## src/rtl/branch_predictor_param.sv

```systemverilog
// IF-stage branch predictor: direct-mapped tagged BTB plus saturating direction counters,
// with optional gshare history and resolution statistics.
module branch_predictor_param #(
  parameter int unsigned ADDR_WIDTH = 16,
  parameter int unsigned INDEX_BITS = 6,
  parameter int unsigned CTR_WIDTH  = 2,
  parameter int unsigned MODE       = 1,
  parameter int unsigned HIST_BITS  = 6
) (
  input  logic                  clk,
  input  logic                  rst,
  input  logic [ADDR_WIDTH-1:0] lookup_pc,
  output logic [ADDR_WIDTH-1:0] pred_npc,
  output logic                  pred_taken,
  output logic                  pred_hit,
  input  logic                  upd_valid,
  input  logic [ADDR_WIDTH-1:0] upd_pc,
  input  logic [ADDR_WIDTH-1:0] upd_target,
  input  logic                  upd_taken,
  input  logic                  upd_mispredict,
  output logic [31:0]           stat_branches,
  output logic [31:0]           stat_mispredicts
);

  localparam int unsigned ENTRIES = 1 << INDEX_BITS;
  localparam int unsigned TAG_W   = ADDR_WIDTH - INDEX_BITS - 2;
  localparam logic [CTR_WIDTH-1:0] CTR_INIT = CTR_WIDTH'((1 << (CTR_WIDTH - 1)) - 1);
  localparam logic [CTR_WIDTH-1:0] CTR_MAX  = '1;

  logic                  r_valid  [ENTRIES];
  logic [TAG_W-1:0]      r_tag    [ENTRIES];
  logic [ADDR_WIDTH-1:0] r_target [ENTRIES];
  logic [CTR_WIDTH-1:0]  r_ctr    [ENTRIES];
  logic [HIST_BITS-1:0]  r_ghr;
  logic [31:0]           r_stat_br;
  logic [31:0]           r_stat_mp;

  logic [INDEX_BITS-1:0] w_lk_idx;
  logic [TAG_W-1:0]      w_lk_tag;
  logic [INDEX_BITS-1:0] w_lk_cidx;
  logic                  w_lk_dir;
  logic [INDEX_BITS-1:0] w_up_idx;
  logic [TAG_W-1:0]      w_up_tag;
  logic [INDEX_BITS-1:0] w_up_cidx;
  logic [INDEX_BITS-1:0] w_hist_ext;
  logic [CTR_WIDTH-1:0]  w_ctr_cur;
  logic [CTR_WIDTH-1:0]  w_ctr_next;
  logic [HIST_BITS-1:0]  w_ghr_next;
  logic                  w_unused_lsbs;

  // PC bits [1:0] never participate: instructions are word aligned.
  assign w_unused_lsbs = ^{lookup_pc[1:0], upd_pc[1:0]};

  assign w_hist_ext = INDEX_BITS'(r_ghr);

  assign w_lk_idx  = lookup_pc[INDEX_BITS+1:2];
  assign w_lk_tag  = lookup_pc[ADDR_WIDTH-1:INDEX_BITS+2];
  assign w_lk_cidx = (MODE == 2) ? (w_lk_idx ^ w_hist_ext) : w_lk_idx;
  assign w_lk_dir  = (MODE == 0) ? 1'b1 : r_ctr[w_lk_cidx][CTR_WIDTH-1];

  assign w_up_idx  = upd_pc[INDEX_BITS+1:2];
  assign w_up_tag  = upd_pc[ADDR_WIDTH-1:INDEX_BITS+2];
  assign w_up_cidx = (MODE == 2) ? (w_up_idx ^ w_hist_ext) : w_up_idx;

  // Lookup reads pre-update state only; a same-cycle write becomes visible next cycle.
  always_comb begin
    pred_hit   = r_valid[w_lk_idx] && (r_tag[w_lk_idx] == w_lk_tag);
    pred_taken = pred_hit && w_lk_dir;
    pred_npc   = pred_taken ? r_target[w_lk_idx] : lookup_pc + ADDR_WIDTH'(4);
  end

  always_comb begin
    w_ctr_cur  = r_ctr[w_up_cidx];
    w_ctr_next = w_ctr_cur;
    if (upd_taken) begin
      if (w_ctr_cur != CTR_MAX) w_ctr_next = w_ctr_cur + CTR_WIDTH'(1);
    end else begin
      if (w_ctr_cur != '0) w_ctr_next = w_ctr_cur - CTR_WIDTH'(1);
    end
  end

  // Shift form stays legal when HIST_BITS is 1.
  assign w_ghr_next = (r_ghr << 1) | HIST_BITS'(upd_taken);

  always_ff @(posedge clk) begin
    if (rst) begin
      for (int unsigned i = 0; i < ENTRIES; i++) begin
        r_valid[i] <= 1'b0;
        r_ctr[i]   <= CTR_INIT;
      end
      r_ghr     <= '0;
      r_stat_br <= '0;
      r_stat_mp <= '0;
    end else if (upd_valid) begin
      r_stat_br <= r_stat_br + 32'd1;
      if (upd_mispredict) r_stat_mp <= r_stat_mp + 32'd1;
      if (upd_taken) r_valid[w_up_idx] <= 1'b1;
      if (MODE != 0) r_ctr[w_up_cidx] <= w_ctr_next;
      if (MODE == 2) r_ghr <= w_ghr_next;
    end
  end

  always_ff @(posedge clk) begin
    if (!rst && upd_valid && upd_taken) begin
      r_tag[w_up_idx]    <= w_up_tag;
      r_target[w_up_idx] <= upd_target;
    end
  end

  assign stat_branches    = r_stat_br;
  assign stat_mispredicts = r_stat_mp;

endmodule

```

## config.mk

```make
export PLATFORM = sky130hd
export DESIGN_NAME = branch_predictor_param
export DESIGN_NICKNAME = d
export VERILOG_FILES = /design/src/rtl/branch_predictor_param.sv
export SDC_FILE = /design/constraint.sdc
export NUM_CORES = 2
export LEC_CHECK = 0
export CORE_MARGIN = 2
export CORE_UTILIZATION = 35
export DETAILED_ROUTE_END_ITERATION = 12
export DONT_BUFFER_PORTS = 1
export PLACE_DENSITY = 0.51
export SYNTH_ARGS = -nofsm -noshare
export SYNTH_HDL_FRONTEND = slang
export SYNTH_SLANG_ARGS = --single-unit
```

## constraint.sdc

```tcl
create_clock -name clk -period 7.1 [get_ports clk]
set_input_delay 1.775 -clock clk [delete_from_list [all_inputs] [get_ports clk]]
set_output_delay 1.775 -clock clk [all_outputs]
set_load 0.01 [all_outputs]
```

==> impl_metrics.ini <==
[outcome]
outcome = finished, violations left
violations = max-slew violations, negative setup slack

[global_routing]
antenna_found_initial = 10
grt_max_degree = 412
gr-total-overflow = 0
grt_pass1_wl_um = 285000
grt_pass1_vias = 36100
grt_use_total = 0.196

[floorplanning]
rows = 165
die_area_sq_um = 206000
core_area_sq_um = 202000
die_w_um = 454
ios = 135
die_y_um = 454
initial_core_util = 0.352

[hold_path]
hp-class = reg2reg

[final_layout]
fin_nets = 3727
utilization = 0.401
n_antenna_cell = 0
drive_gt1_frac = 0.256
syn_to_final_growth_pct = 14.0
fin_area_sq_um = 80900
layout.cells.non_filler = 6501

[logic_synthesis]
syn_area_sq_um = 71000
syn_inst = 3587
yosysUniqueCellTypes = 72
ys_ff_latch = 1792
yosysWarnings = 0
avgSynthCellArea_sq_um = 19.8
synthFlopType = edfxtp_1
syn_nets = 3643
synthArstFlopShare = 0
seq_area_frac_synth = 0.740
synth_edf_count = 1664

[clock_tree]
clockBufferDepth = 3
cts_tree = yes
cts_sinks = 1792
htree_levels = 4
cts_made_buffers = 189
cts_hold_buffers = 0
clk_latency_ns = 0.83
clk_pin_slew_worst_paths_ns = 0.06
cts_root_buf = clkbuf_16

[job]
max-cap-violations = 0

[sta]
drv_slew = 196
fin_ws_ns = -0.386
rsz0062_at_grt = true
finClkSkew_ns = 0.0322
fmax_ghz = 0.134
max_slew.worst_pin.slew_ns = 1.65
hold_viol = 0
setup_viol = 18
period_share = 1.05
slew_headroom = -0.103
finalCriticalPeriod_ns = 7.49

[critical_path]
crit_path_start_kind = input port
required_ns = 5.33
path_max_fanout = 411
cp-end-kind = primary output
arrival_ns = 5.71
critPathKind = in2out

[pwr]
leakagePower_nw = 25.6
peakVddDrop_v = 0.000191
powerDensity_nw_per_um2 = 275

[routing]
totalWireLength_um = 203000
wire_per_inst_um = 31.2
drt_iter0_drc = 4271
vias_per_cell = 5.53
ant_nets = 0
drc = 0
first_pass_iters = 7
vias = 35900

[placed_design]
dp_hpwl_um = 111000
io_buffers = 0
gp_congestion = 0.789
post_dp_cell_area_sq_um = 74600
dp_cells = 6146
==> worst max-delay path, stage by stage <==
cell	delay, ns
mux4_2	1.04
mux2i_2	0.22
mux2i_1	0.18
o21ai_1	0.18
buf_4	0.19
a21oi_4	0.07
xnor2_2	0.20
nand4_4	0.11
nor4_4	0.26
buf_12	0.20
buf_4	0.15
mux2_4	0.32
==> synth_stat cells (4+ instances only) <==
library cell  number  area [sq um]
a211oi_1           5          37.5
a21o_1            64           480
a21oi_1           14          70.1
a221oi_1          14           123
a22o_1            17           149
a22oi_1           63           473
a31oi_1           16           100
and2_0             4          25.0
and2_1            11          68.8
and3_1            24           150
and4_1             6          52.6
buf_1             29           109
buf_2             47           235
buf_4             15           113
buf_6             13           146
clkbuf_1         128           480
dfxtp_1          128          2560
edfxtp_1        1664         50000
inv_1              6          22.5
mux2_2            19           214
mux2_4             9           135
mux2i_1           85           851
mux4_2           467         10500
nand2_1          177           664
nand2b_1          11          68.8
nand3_1           77           385
nand4_1           18           113
nor2_1           178           668
nor2b_1           13          81.3
nor3_1            70           350
nor3b_1            7          52.6
o2111ai_1          4          35.0
o211ai_1           4          30.0
o21ai_0           41           205
o21ai_1            4          20.0
o22ai_1            6          37.5
or3_1              4          25.0
xnor2_1           32           280
xor2_1            46           403
==> area by class of cell <==
type | count | area [sq um]
timing repair buffer | 128 | 1030
clock buffer | 264 | 5290
inverter | 7 | 31.3
tap | 2672 | 3340
multi-input combinational | 1553 | 17800
sequential | 1792 | 52500
clock inverter | 85 | 931
fill | 18100 | 121000
==> power breakdown <==
| part | total, mW | internal [mW] | leakage (nW) | switching, mW |
|---|---|---|---|---|
| clock network | 9.87 | 5.69 | 3.03 | 4.18 |
| logic | 0.820 | 0.411 | 6.54 | 0.408 |
| registers | 11.6 | 11.6 | 16.0 | 0.0191 |
| total | 22.3 | 17.7 | 25.6 | 4.61 |
==> per-layer routing <==
layer / wire [um] / global-route usage / up-vias / part of all wire
met5: 0 / 0 / - / 0
met4: 4840 / 0.0520 / 0 / 0.024
met3: 14100 / 0.0380 / 238 / 0.070
met2: 98700 / 0.320 / 1264 / 0.49
met1: 85300 / 0.269 / 19600 / 0.42
li1: - / - / 14900 / -
==> state kept, by name, indices dropped and copies added, names as in the netlist <==
signal,flops
stat_branches,32
r_valid,64
r_ctr,128
r_target,1024
stat_mispredicts,32
r_tag,512
==> logic make-up (layout without fill, tap and decap cells) <==
group                      after synthesis  in the layout  synth area share
muxes                                  582            582             0.166
buffers and inverters                  242            484            0.0163
DFF                                   1792           1792             0.740
and+or+nand+nor                        618            618            0.0404
adders and majority gates                5              5          0.000811
AOI/OAI and AO/OA                      269            269            0.0270
xor gates and xnor gates                79             79           0.00985
==> per-stage QoR <==
step | hold slack [ns] | setup WS [ns] | TNS (ns) | total power, mW
after floorplan | 0.419 | 0.595 | 0 | 12.5
after global placement | 0.428 | 0.0623 | 0 | 12.6
after detailed placement | 0.436 | 0.147 | 0 | 12.6
after CTS | 0.450 | 0.132 | 0 | 22.5
after global routing | 0.460 | -0.182 | -2.45 | 22.9
final | 0.450 | -0.386 | -6.11 | 22.3
==> repair_timing <==
| action | CTS | global route |
|---|---|---|
| endpoints found under the hold margin | 0 | 0 |
| setup buffers | 0 | 6 |
| endpoints found under the setup margin | 0 | 18 |
| resized for setup | 0 | 9 |
==> cell usage in the layout (no fill, tap or decap), types with 41 or more instances in the layout <==
master,n
a21o_1,64
nand3_1,77
o21ai_0,41
nor2_1,146
clkbuf_1,53
xor2_1,46
clkbuf_16,194
a22oi_1,63
edfxtp_1,1664
mux4_2,467
dfxtp_1,128
mux2i_1,84
nand2_1,177
buf_4,122
==> worst paths after layout <==
| path | end | startpoint | cells past startpoint | slack (ns) |
|---|---|---|---|---|
| setup / recovery | pred_npc[7] | lookup_pc[3] | 12 | -0.39 |
| hold / removal | r_valid[13]$_DFF_P_ | r_valid[13]$_DFF_P_ | 1 | 0.45 |
| setup reg to reg | r_ctr[25][1]$_SDFFCE_PN0P_ | r_ctr[53][0]$_SDFFCE_PN1P_ | 8 | 3.75 |
| hold reg to reg | r_valid[13]$_DFF_P_ | r_valid[13]$_DFF_P_ | 1 | 0.45 |
Note: power is estimated with default switching activity, not from simulation.
